--- src/rtl/fifo_read_scheduler.sv ---
`timescale 1ns/1ps
`default_nettype none
// ============================================================================
//  Module      : fifo_read_scheduler
//  Description : Round-robin, burst-based read scheduler. It drains the read
//                sides of NUM_PORTS FWFT FIFOs into a single registered
//                valid/ready output stream. One port is granted at a time.
//                The grant is held until the burst limit is reached, the
//                FIFO runs empty, or the idle-gap timeout expires.
//  Ports       : clock, reset_n (async, active-low)
//                enable               - allow new grants (sampled in IDLE)
//                fifo_read_data       - per-port read data, port p at
//                                       [p*DATA_WIDTH +: DATA_WIDTH]
//                fifo_read_data_valid - per-port FWFT data valid
//                fifo_empty           - per-port empty flag
//                fifo_read_enable     - per-port pop strobe
//                out_data/out_valid/out_ready - registered output stream
//                out_source           - port that supplied out_data
//                busy                 - high while a grant is held
//  Revision    : 1.0 - initial release
// ============================================================================
module fifo_read_scheduler #(
  parameter int NUM_PORTS   = 4,
  parameter int DATA_WIDTH  = 16,
  parameter int MAX_BURST   = 8,
  parameter int GAP_TIMEOUT = 4
) (
  input  logic                            clock,
  input  logic                            reset_n,
  input  logic                            enable,
  input  logic [NUM_PORTS*DATA_WIDTH-1:0] fifo_read_data,
  input  logic [NUM_PORTS-1:0]            fifo_read_data_valid,
  input  logic [NUM_PORTS-1:0]            fifo_empty,
  output logic [NUM_PORTS-1:0]            fifo_read_enable,
  output logic [DATA_WIDTH-1:0]           out_data,
  output logic                            out_valid,
  input  logic                            out_ready,
  output logic [$clog2(NUM_PORTS)-1:0]    out_source,
  output logic                            busy
);

  localparam int PTR_W   = $clog2(NUM_PORTS);
  localparam int BURST_W = $clog2(MAX_BURST + 1);
  localparam int GAP_W   = $clog2(GAP_TIMEOUT + 1);

  localparam logic [0:0] ST_IDLE  = 1'b0;
  localparam logic [0:0] ST_BURST = 1'b1;

  localparam logic [PTR_W-1:0]   LAST_PORT   = PTR_W'(NUM_PORTS - 1);
  localparam logic [BURST_W-1:0] BURST_LAST  = BURST_W'(MAX_BURST - 1);
  localparam logic [GAP_W-1:0]   GAP_LAST    = GAP_W'(GAP_TIMEOUT - 1);

  // --------------------------------------------------------------------------
  // Registered state
  // --------------------------------------------------------------------------
  logic [0:0]            state_q,       state_d;
  logic [PTR_W-1:0]      grant_q,       grant_d;
  logic [PTR_W-1:0]      last_grant_q,  last_grant_d;
  logic [BURST_W-1:0]    burst_count_q, burst_count_d;
  logic [GAP_W-1:0]      gap_count_q,   gap_count_d;
  logic [DATA_WIDTH-1:0] out_data_q,    out_data_d;
  logic                  out_valid_q,   out_valid_d;
  logic [PTR_W-1:0]      out_source_q,  out_source_d;

  // --------------------------------------------------------------------------
  // Per-port data view
  // --------------------------------------------------------------------------
  logic [DATA_WIDTH-1:0] port_data [NUM_PORTS];

  for (genvar p = 0; p < NUM_PORTS; p++) begin : g_port_data
    assign port_data[p] = fifo_read_data[p*DATA_WIDTH +: DATA_WIDTH];
  end

  // --------------------------------------------------------------------------
  // Handshake with the granted FIFO
  // --------------------------------------------------------------------------
  logic in_burst;
  logic out_free;
  logic granted_valid;
  logic granted_empty;
  logic xfer;

  assign in_burst      = (state_q == ST_BURST);
  assign out_free      = !out_valid_q || out_ready;
  assign granted_valid = fifo_read_data_valid[grant_q];
  assign granted_empty = fifo_empty[grant_q];
  // The FIFO pops on read_enable, so it is only raised alongside valid data
  // and only when the output register can take the word in the same cycle.
  assign xfer          = in_burst && granted_valid && out_free;

  for (genvar p = 0; p < NUM_PORTS; p++) begin : g_rd_en
    assign fifo_read_enable[p] = xfer && (grant_q == PTR_W'(p));
  end

  // --------------------------------------------------------------------------
  // Round-robin search: first valid port after last_grant, wrapping modulo
  // NUM_PORTS. The last_grant port itself is checked last so it can be
  // re-granted when it is the only one pending.
  // --------------------------------------------------------------------------
  logic             pick_found;
  logic [PTR_W-1:0] pick_port;
  logic [PTR_W-1:0] search_idx;

  always_comb begin
    pick_found = 1'b0;
    pick_port  = '0;
    search_idx = '0;
    for (int i = 1; i <= NUM_PORTS; i++) begin
      search_idx = PTR_W'((int'(last_grant_q) + i) % NUM_PORTS);
      if (!pick_found && fifo_read_data_valid[search_idx]) begin
        pick_found = 1'b1;
        pick_port  = search_idx;
      end
    end
  end

  // --------------------------------------------------------------------------
  // Burst release conditions
  // --------------------------------------------------------------------------
  logic exit_burst_limit;
  logic exit_empty;
  logic exit_gap;
  logic exit_any;

  assign exit_burst_limit = xfer && (burst_count_q == BURST_LAST);
  assign exit_empty       = !granted_valid && granted_empty;
  assign exit_gap         = !granted_valid && (gap_count_q == GAP_LAST);
  assign exit_any         = exit_burst_limit || exit_empty || exit_gap;

  // --------------------------------------------------------------------------
  // Next-state logic
  // --------------------------------------------------------------------------
  always_comb begin
    state_d       = state_q;
    grant_d       = grant_q;
    last_grant_d  = last_grant_q;
    burst_count_d = burst_count_q;
    gap_count_d   = gap_count_q;
    out_data_d    = out_data_q;
    out_valid_d   = out_valid_q;
    out_source_d  = out_source_q;

    // Output register: load on a transfer, otherwise drain on accept.
    if (xfer) begin
      out_data_d   = port_data[grant_q];
      out_valid_d  = 1'b1;
      out_source_d = grant_q;
    end else if (out_valid_q && out_ready) begin
      out_valid_d  = 1'b0;
    end

    case (state_q)
      ST_IDLE: begin
        if (enable && pick_found) begin
          grant_d       = pick_port;
          burst_count_d = '0;
          gap_count_d   = '0;
          state_d       = ST_BURST;
        end
      end

      ST_BURST: begin
        if (xfer) begin
          burst_count_d = burst_count_q + BURST_W'(1);
          gap_count_d   = '0;
        end else if (!granted_valid && !granted_empty) begin
          // Only missing data counts as a gap; a backpressure stall with
          // valid data held leaves gap_count untouched.
          gap_count_d   = gap_count_q + GAP_W'(1);
        end

        if (exit_any) begin
          state_d      = ST_IDLE;
          last_grant_d = grant_q;
        end
      end

      default: begin
        state_d = ST_IDLE;
      end
    endcase
  end

  // --------------------------------------------------------------------------
  // State registers
  // --------------------------------------------------------------------------
  always_ff @(posedge clock or negedge reset_n) begin
    if (!reset_n) begin
      state_q       <= ST_IDLE;
      grant_q       <= '0;
      last_grant_q  <= LAST_PORT;
      burst_count_q <= '0;
      gap_count_q   <= '0;
      out_data_q    <= '0;
      out_valid_q   <= 1'b0;
      out_source_q  <= '0;
    end else begin
      state_q       <= state_d;
      grant_q       <= grant_d;
      last_grant_q  <= last_grant_d;
      burst_count_q <= burst_count_d;
      gap_count_q   <= gap_count_d;
      out_data_q    <= out_data_d;
      out_valid_q   <= out_valid_d;
      out_source_q  <= out_source_d;
    end
  end

  // --------------------------------------------------------------------------
  // Outputs
  // --------------------------------------------------------------------------
  assign out_data   = out_data_q;
  assign out_valid  = out_valid_q;
  assign out_source = out_source_q;
  assign busy       = in_burst;

endmodule
`default_nettype wire

--- config.mk ---
export PLATFORM = sky130hd
export DESIGN_NAME = fifo_read_scheduler
export DESIGN_NICKNAME = d
export VERILOG_FILES = /design/src/rtl/fifo_read_scheduler.sv
export SDC_FILE = /design/constraint.sdc
export NUM_CORES = 1
export LEC_CHECK = 0
export CAP_MARGIN = 20
export CORE_UTILIZATION = 36
export DETAILED_ROUTE_END_ITERATION = 10
export GPL_TIMING_DRIVEN = 0
export PLACE_DENSITY_LB_ADDON = 0.3
export SLEW_MARGIN = 15
export SYNTH_ARGS = -nofsm -noshare
export SYNTH_HDL_FRONTEND = slang
export SYNTH_SLANG_ARGS = --single-unit
--- constraint.sdc ---
create_clock -name clock -period 1.85 [get_ports clock]
set_input_delay 0.185 -clock clock [delete_from_list [all_inputs] [get_ports clock]]
set_output_delay 0.185 -clock clock [all_outputs]
set_load 0.02 [all_outputs]
# [After elaboration in Yosys (flattened, before gate mapping)]
# Cells that the tools add are included.
[totals] reg_bits=31 inputBits=76
[classes] mux=35 addsub=6 n_eq_ne=8 n_bitwise=2 order_cmp=6 n_reduce_logical=30
[op_table] cell="16-bit binary-select mux with 2-bit select" n=1
[op_table] cell="16-bit two-way mux" n=2
[op_table] cell="1-bit logical AND" n=15
[op_table] cell="2-bit by 3-bit < comparator with 1-bit output (second input constant)" n=5
[op_table] cell="1-bit two-way mux" n=14
[op_table] cell="1-bit binary-select mux with 2-bit select" n=6
[op_table] cell="3-bit two-way mux" n=3
[op_table] cell="2-bit two-way mux" n=4
[op_table] cell="4-bit two-way mux" n=2
[op_table] cell="4-bit one-hot mux with 2 select lines" n=1
[op_table] cell="2-bit AND reduction" n=4
[op_table] cell="1-bit zero test" n=6
[op_table] cell="3-bit one-hot mux with 2 select lines" n=1
[op_table] cell="2-bit by 1-bit adder with 2-bit output (second input constant)" n=2
[op_table] cell="2-bit adder (second input constant)" n=2
[op_table] cell="4-bit by 1-bit adder with 4-bit output (second input constant)" n=1
[op_table] cell="2-bit == test (second input constant)" n=2
[op_table] cell="4-bit by 3-bit == test with 1-bit output (second input constant)" n=1
[op_table] cell="3-bit by 1-bit adder with 3-bit output (second input constant)" n=1
[op_table] cell="3-bit by 2-bit == test with 1-bit output (second input constant)" n=1
[op_table] cell="3-bit >= comparator (second input constant)" n=1
[op_table] cell="1-bit logical OR" n=3
[op_table] cell="3-bit by 1-bit != test with 1-bit output (second input constant)" n=1
[op_table] cell="2-bit inverter with 3-bit output" n=1
[op_table] cell="7 further kinds" n=7

# [Longest topological paths before layout]
# Gate-level depths: netlist of the first run.
[logic_depth] depth_word=16 ltp_mapped=7 ltp_nobuf=6

# [Worst setup path after synthesis of the first run]
# Ideal clock, no wire load.
[synth_path] kind="register to output" from="register grant_q[1]" to="output port fifo_read_enable[0]" path_stages_with_launch=7 path_slack_ns=-0.129 arrival_ns=1.794 required_time_ns=1.665 cell_sequence="dfrtp_1 -> buf_6 -> mux4_2 -> nand3_1 -> buf_4 -> buf_4 -> nor3_1"
[synth_between] elab_chain_cells=5 word_cells_on_any_way=6
[synth_rtl] item="from (decl)" line_no="57" rtl="logic [PTR_W-1:0] grant_q, grant_d;"
[synth_rtl] item="from (signal assigned)" line_no="199" rtl="grant_q <= grant_d;"
[synth_rtl] item="1-bit binary-select mux with 2-bit select" line_no="85" rtl="assign granted_valid = fifo_read_data_valid[grant_q];"
[synth_rtl] item="1-bit two-way mux (implied by the code)" line_no="85"
[synth_rtl] item="1-bit logical AND (2 in series)" line_no="89" rtl="assign xfer = in_burst && granted_valid && out_free;"
[synth_rtl] item="1-bit logical AND (*)" line_no="92" rtl="assign fifo_read_enable[p] = xfer && (grant_q == PTR_W'(p));"
[synth_rtl] item="to (decl)" line_no="34" rtl="output logic [NUM_PORTS-1:0] fifo_read_enable,"
# Mark *: on every way between the ends. The rest lies on a longest branch, timed or not. The select of a mux whose other input is x is not followed.

# [Worst setup path in the final report of the first run]
[layout_path] from="input port fifo_read_data_valid[1]" to="output port fifo_read_enable[0]"
[layout_between] elab_chain_cells=5
[layout_rtl] item="from (decl)" line_no="32" rtl="input logic [NUM_PORTS-1:0] fifo_read_data_valid,"
[layout_rtl] item="1-bit binary-select mux with 2-bit select" line_no="85"
[layout_rtl] item="1-bit two-way mux (implied by the code)" line_no="85"
[layout_rtl] item="1-bit logical AND (2 in series)" line_no="89"
[layout_rtl] item="1-bit logical AND" line_no="92"
# Every way passes these cells. The select of a mux whose other input is x is not followed.

==> results of run 1 <==
cells by family after synthesis:
family,Yosys count,share of synthesized area (%)
DFF,31,40.7
and+or+nand+nor,37,10.2
muxes,40,33.9
buffers and inverters,18,4.57
AOI/OAI and AO/OA,22,8.69
adders and majority gates,3,1.96
worst paths after layout:
kind | startpoint | endpoint | slack (ns) | cells past startpoint
min in group asynchronous | reset_n | out_data[15] | 0.49 | 2
max in group asynchronous | reset_n | gap_count_q[0] | 0.91 | 2
worst max-delay path | fifo_read_data_valid[1] | fifo_read_enable[0] | -0.08 | 7
worst min register to register | out_source[0] | out_source[0] | 0.48 | 2
worst max register to register | grant_q[1] | last_grant_q[0] | 0 | 5
worst min-delay path | fifo_read_data_valid[3] | grant_q[1] | 0.35 | 3
power by group:
part           total (µW)  switching [µW]  internal [µW]
Clock                 670             269            401
Sequential           1230             207           1030
Combinational        2770            1270           1500
Total                4670            1750           2930
Yosys cell counts, types with 2 or more instances:
| cell type | number | share of area, % |
|---|---|---|
| mux2_2 | 17 | 10 |
| o21ai_0 | 6 | 1.6 |
| nand3_1 | 7 | 1.8 |
| and3b_1 | 2 | 0.92 |
| buf_2 | 4 | 1.0 |
| inv_1 | 7 | 1.4 |
| dfstp_2 | 2 | 2.7 |
| nand2_1 | 10 | 2.0 |
| mux2_1 | 2 | 1.2 |
| a31oi_1 | 2 | 0.65 |
| buf_4 | 2 | 0.78 |
| clkbuf_1 | 3 | 0.59 |
| o22ai_1 | 2 | 0.65 |
| dfrtp_1 | 29 | 38 |
| nor3_1 | 3 | 0.78 |
| mux2i_1 | 3 | 1.6 |
| nor2_1 | 4 | 0.78 |
| ha_1 | 3 | 2.0 |
| nor2b_1 | 2 | 0.65 |
| nand2b_1 | 3 | 0.98 |
| mux4_2 | 18 | 21 |
| a21oi_1 | 2 | 0.52 |
layout by cell type (no fill, tap or decap), types with 4 or more instances in the layout:
master           count
buf_2                4
buf_4               10
clkbuf_8             5
clkdlybuf4s50_1     93
dfrtp_1             29
inv_1                7
mux2_2              17
mux4_2              18
nand2_1             10
nand3_1              6
nor2_1               4
o21ai_0              6
per-layer routing:
layer	global-route usage [%]	vias up	wire length, µm
met5	0	-	0
met4	5.87	0	44
met3	7.36	5	333
met2	32.8	59	2600
met1	21.3	833	1970
li1	-	795	-
through the flow:
stage | std cells | util (%) | hold WS, ns | power (µW)
5_1_grt | 332 | 61.9 | 0.372 | 4980
4_1_cts | 333 | 61.9 | 0.485 | 4730
3_3_place_gp | 320 | 58.6 | 0.460 | 3870
3_5_place_dp | 320 | 58.5 | 0.287 | 3930
2_1_floorplan | 151 | - | -0.111 | 2940
6_report | 332 | 61.9 | 0.352 | 4670
layout make-up:
cell class / instances / area, µm² / area share (%)
Multi-Input combinational cell: 102 / 1070 / 33.9
Timing Repair Buffer: 104 / 1020 / 32.2
Sequential cell: 31 / 778 / 24.6
Tap cell: 70 / 87.6 / 2.77
Clock buffer: 5 / 68.8 / 2.18
Buffer: 10 / 68.8 / 2.18
Clock inverter: 3 / 43.8 / 1.39
Inverter: 7 / 26.3 / 0.832
sequential cells by signal, summed over array words and instances, names as in the netlist:
name and cells:
out_valid 1, out_source 2, gap_count_q 3, out_data 16, burst_count_q 4, grant_q 2
last_grant_q 2, busy 1
repair_timing:
action	CTS	global route
setup endpoints to repair	30	24
endpoints found under the hold margin	29	0
hold buffers	1	0
buffers inserted	4	1
resized for setup	31	4
pin swaps	0	2
critical path, cell delays in order:
cell             delay [ns]
clkdlybuf4s50_1        0.50
mux4_2                 0.54
nand3_2                0.11
buf_6                  0.10
buf_6                  0.10
nor3_2                 0.03
buf_4                  0.16
==> impl_metrics.ini, run 1 <==
[setup_path]
worstSetupStartpointType = input port
worstPathArrival_ns = 1.74
crit_required_ns = 1.66
cp_max_fo = 6
critPathCaptureType = output pin
criticalPathCategory = input port to output pin

[power_and_ir_drop]
leakage_uw = 0.00128
powerDensity_nw_per_um2 = 1480
irDropWorstVdd_mv = 0.692

[floorplanning]
ios = 100
row_count = 26
fp.dieW_um = 74.9
start_util_pct = 37.5
die_area_um2 = 5610
die_y_um = 74.9
core_um2 = 5110

[layout]
antenna_cells = 0
drive_above_1_share_pct = 27.1
design_area_um2 = 3160
syn_to_final_growth_pct = 65.0
num-fill-cells = 449
nets = 340

[sta]
rsz0062_at_grt = yes
finalCritPeriodShare_pct = 104
tightestPinTransition_ns = 0.692
fin_ws_ns = -0.0789
final-hold-violation-count = 0
skew_ns = 0.00812
slew_headroom_pct = 53.9
fmaxAchievable_mhz = 518
setup_viol = 5
slew_viol_final = 0
period_needed_ns = 1.93
fin_setup_tns_ns = -0.233

[synth]
synth_edf_count = 0
yosysUniqueCellTypes = 40
synth_area_um2 = 1910
ys_seq_area_share_pct = 40.7
avgSynthCellArea_um2 = 12.7
synth_fp_nets = 230
synthArstFlopShare_pct = 100
yosys_most_used_dff = dfrtp_1
synth-seq-cells = 31
yosys_warnings = 0
syn_inst = 151

[drt]
drtIter0Drc = 106
firstDrtPassIters = 4
viasPerCell = 5.10
route.antenna.remaining_nets = 0
drc = 0
routed_wl_um = 4950
num_vias = 1692
wl_per_cell_um = 14.9

[grt]
grt_first_pass_wirelength_um = 7800
antenna_found_initial = 0
grt_use_total_pct = 18.9
globalRouteOverflowTotal = 0
grt_max_degree = 32
grt_pass1_vias = 1727

[place]
io_buffers = 99
placedInstanceArea_um2 = 2990
place_ws_ns = -0.829
finalWeightedCongestion = 0.768
hpwl_um = 3860

[status]
violations = setup timing
outcome = finished, violations left

[clocking]
htreeDepth = 2
clock_latency_ns = 0.29
cts_made_buffers = 5
clock-sinks = 31
clk_pin_slew_ns = 0.07
clk_path_buf_depth = 2
cts_tree = built
cts-root-buf = clkbuf_8

[job]
maxCapViolCount = 0

[worst_hold_path]
worstHoldPathType = input port to register
Power figures use the tool's default switching activity.
==> run 2, diff against run 1 <==
--- a/config.mk
+++ b/config.mk
@@ -5,7 +5,7 @@
 export SDC_FILE = /design/constraint.sdc
 export NUM_CORES = 1
 export LEC_CHECK = 0
-export CAP_MARGIN = 20
+export CORE_MARGIN = 2
 export CORE_UTILIZATION = 36
 export DETAILED_ROUTE_END_ITERATION = 10
 export GPL_TIMING_DRIVEN = 0
==> run 2 against run 1 <==
  * The flow still finishes with violations (setup timing)
  * Utilization shrank 0.20 points
  * Global-route usage shrank 1.2 points
  * Sequential power is essentially flat
  * Sequential share of layout area grew 0.078 points
  * Power shrank 3.1%
  * Worst hold slack lost 0.0092 ns
  * First-iteration DRC count shrank 58%
  * Clock power shrank 24%
  * Via count grew 0.47%
  * Largest cell class unchanged
  * Highest routed layer unchanged
==> impl_metrics.ini, run 2 (synthesis results as in run 1) <==
[status]
outcome = finished, violations left
violations = setup timing

[layout]
nets = 340
layout_commonest_cell = clkdlybuf4s50_1
utilization_pct = 61.7
mostFrequentLayoutCells = 93 x clkdlybuf4s50_1, 29 x dfrtp_1, 18 x mux4_2
syn_to_final_growth_pct = 64.5
drive_above_1_share_pct = 26.7
largest_reg_flops = 16
multi_input_area_um2 = 1080
register_area_um2 = 778
antenna_cells = 0
num-fill-cells = 442

[drt]
drc = 0
viasPerCell = 5.12
route.antenna.remaining_nets = 0
routed_wl_um = 4790
num_vias = 1700
firstDrtPassIters = 4
dr_wl_met3_um = 396
wl_met1_um = 1870
top_layer = met4
wl_met2_um = 2470
wl_per_cell_um = 14.4
drtIter0Drc = 45

[sta]
finalCritPeriodShare_pct = 104
period_needed_ns = 1.91
final-hold-violation-count = 0
skew_ns = 0.00470
rsz0062_at_grt = yes
fin_ws_ns = -0.0648
fmaxAchievable_mhz = 522
slew_headroom_pct = 54.5
setup_viol = 4
tightestPinTransition_ns = 0.683
fin_hold_ws_ns = 0.342
slew_viol_final = 0

[floorplanning]
ios = 100
start_util_pct = 37.5
die_area_um2 = 5920
die_y_um = 76.9
core_um2 = 5110
row_count = 26
fp.dieW_um = 76.9

[clocking]
cts-root-buf = clkbuf_8
clk_pin_slew_ns = 0.06
cts_tree = built
htreeDepth = 2
clk_path_buf_depth = 2
clock-sinks = 31
clock_latency_ns = 0.28
cts_made_buffers = 5

[place]
finalWeightedCongestion = 0.778
place_ws_ns = -0.838
io_buffers = 99
hpwl_um = 3670

[setup_path]
path_common_cell = buf_6
worstSetupStartpointType = input port
critical_path.slowest_cell = mux4_2
crit_required_ns = 1.66
cp_slowest_stage_delay_ns = 0.54
worstPathArrival_ns = 1.73
cp_max_fo = 6
criticalPathCategory = input port to output pin
crit_chain = clkdlybuf4s50_1 > mux4_2 > nand3_2 > buf_6 > buf_6 > nor3_4 > buf_6
critPathCaptureType = output pin

[power_and_ir_drop]
irDropWorstVdd_mv = 0.769
power_frac_comb_pct = 61.6
intPower_uw = 2800
power_switching_uw = 1730
switching_share_pct = 38.1
powerDensity_nw_per_um2 = 1440
leakage_uw = 0.00128
p_clk_share_pct = 11.2
seqPwrFrac_pct = 27.2

[worst_hold_path]
worstHoldPathType = input port to register

[job]
maxCapViolCount = 0

[grt]
antenna_found_initial = 0
grt_first_pass_wirelength_um = 8260
grt_pass1_vias = 1855
globalRouteOverflowTotal = 0
grt_max_degree = 32
grt_use_total_pct = 17.6
## run 2: cell types whose count changed in the layout (fill, tap and decap cells not counted), sizes merged
| cell | previous run | this run |
|---|---|---|
| buf | 16 | 17 |
| clkbuf | 8 | 9 |
| clkinv | 2 | 1 |
| bufinv | 1 | 0 |
## run 2: layer usage
layer  track usage (%)  vias up
li1                  -      800
met1              20.2      831
met2              30.3       62
met3              7.18        7
met4              4.91        0
met5                 0        -
## run 2: layout make-up
type	count	share of cell area (%)
buffer	9	2.07
clock buffer	7	2.42
clock inverter	1	0.159
inverter	7	0.834
multi-input combinational	102	34.4
sequential	31	24.7
tap	70	2.78
timing repair buffer	105	32.7
## run 2: power by group through the flow
stage / sequential [µW] / clock (µW) / combinational, µW
3_3_place_gp: 1220 / 0 / 2650
4_1_cts: 1230 / 518 / 2800
3_5_place_dp: 1240 / 0 / 2680
5_1_grt: 1290 / 549 / 3040
2_1_floorplan: 1480 / 0 / 1460
6_report: 1230 / 508 / 2790
## run 2: worst paths after layout
| check | from | end | slack [ns] | cells past startpoint |
|---|---|---|---|---|
| min | fifo_read_data_valid[3] | grant_q[1] | 0.34 | 3 |
| max reg2reg | grant_q[1] | last_grant_q[1] | 0.01 | 5 |
| max in group asynchronous | reset_n | out_data[13] | 0.92 | 2 |
| min in group asynchronous | reset_n | gap_count_q[2] | 0.47 | 2 |
| max | fifo_read_data_valid[1] | fifo_read_enable[0] | -0.06 | 7 |
| min reg2reg | out_source[1] | out_source[1] | 0.49 | 2 |
## run 2: through the flow
| step | cell area, µm² | std cells | power, µW | setup TNS, ns |
|---|---|---|---|---|
| final | 3150 | 332 | 4530 | -0.150 |
| after global routing | 3150 | 332 | 4880 | -0.467 |
| after CTS | 3130 | 333 | 4550 | -0.223 |
| after floorplan | 1910 | 151 | 2940 | -0.259 |
| after detailed placement | 2990 | 320 | 3920 | -10.94 |
| after global placement | 2990 | 320 | 3860 | -11.62 |
## run 2: repair_timing
item,4_1_cts,5_1_grt
hold endpoints to repair,29,0
hold buffers,1,0
gates cloned,0,0
gates resized for setup,30,9
buffers inserted,4,1
setup endpoints to repair,28,25
pin swaps,0,1
## run 2: worst max-delay path: cells and delay by family
kind                   cells  cell delay, ns
buffers and inverters      4            0.84
multiplexers               1            0.54
AND/OR/NAND/NOR            2            0.16
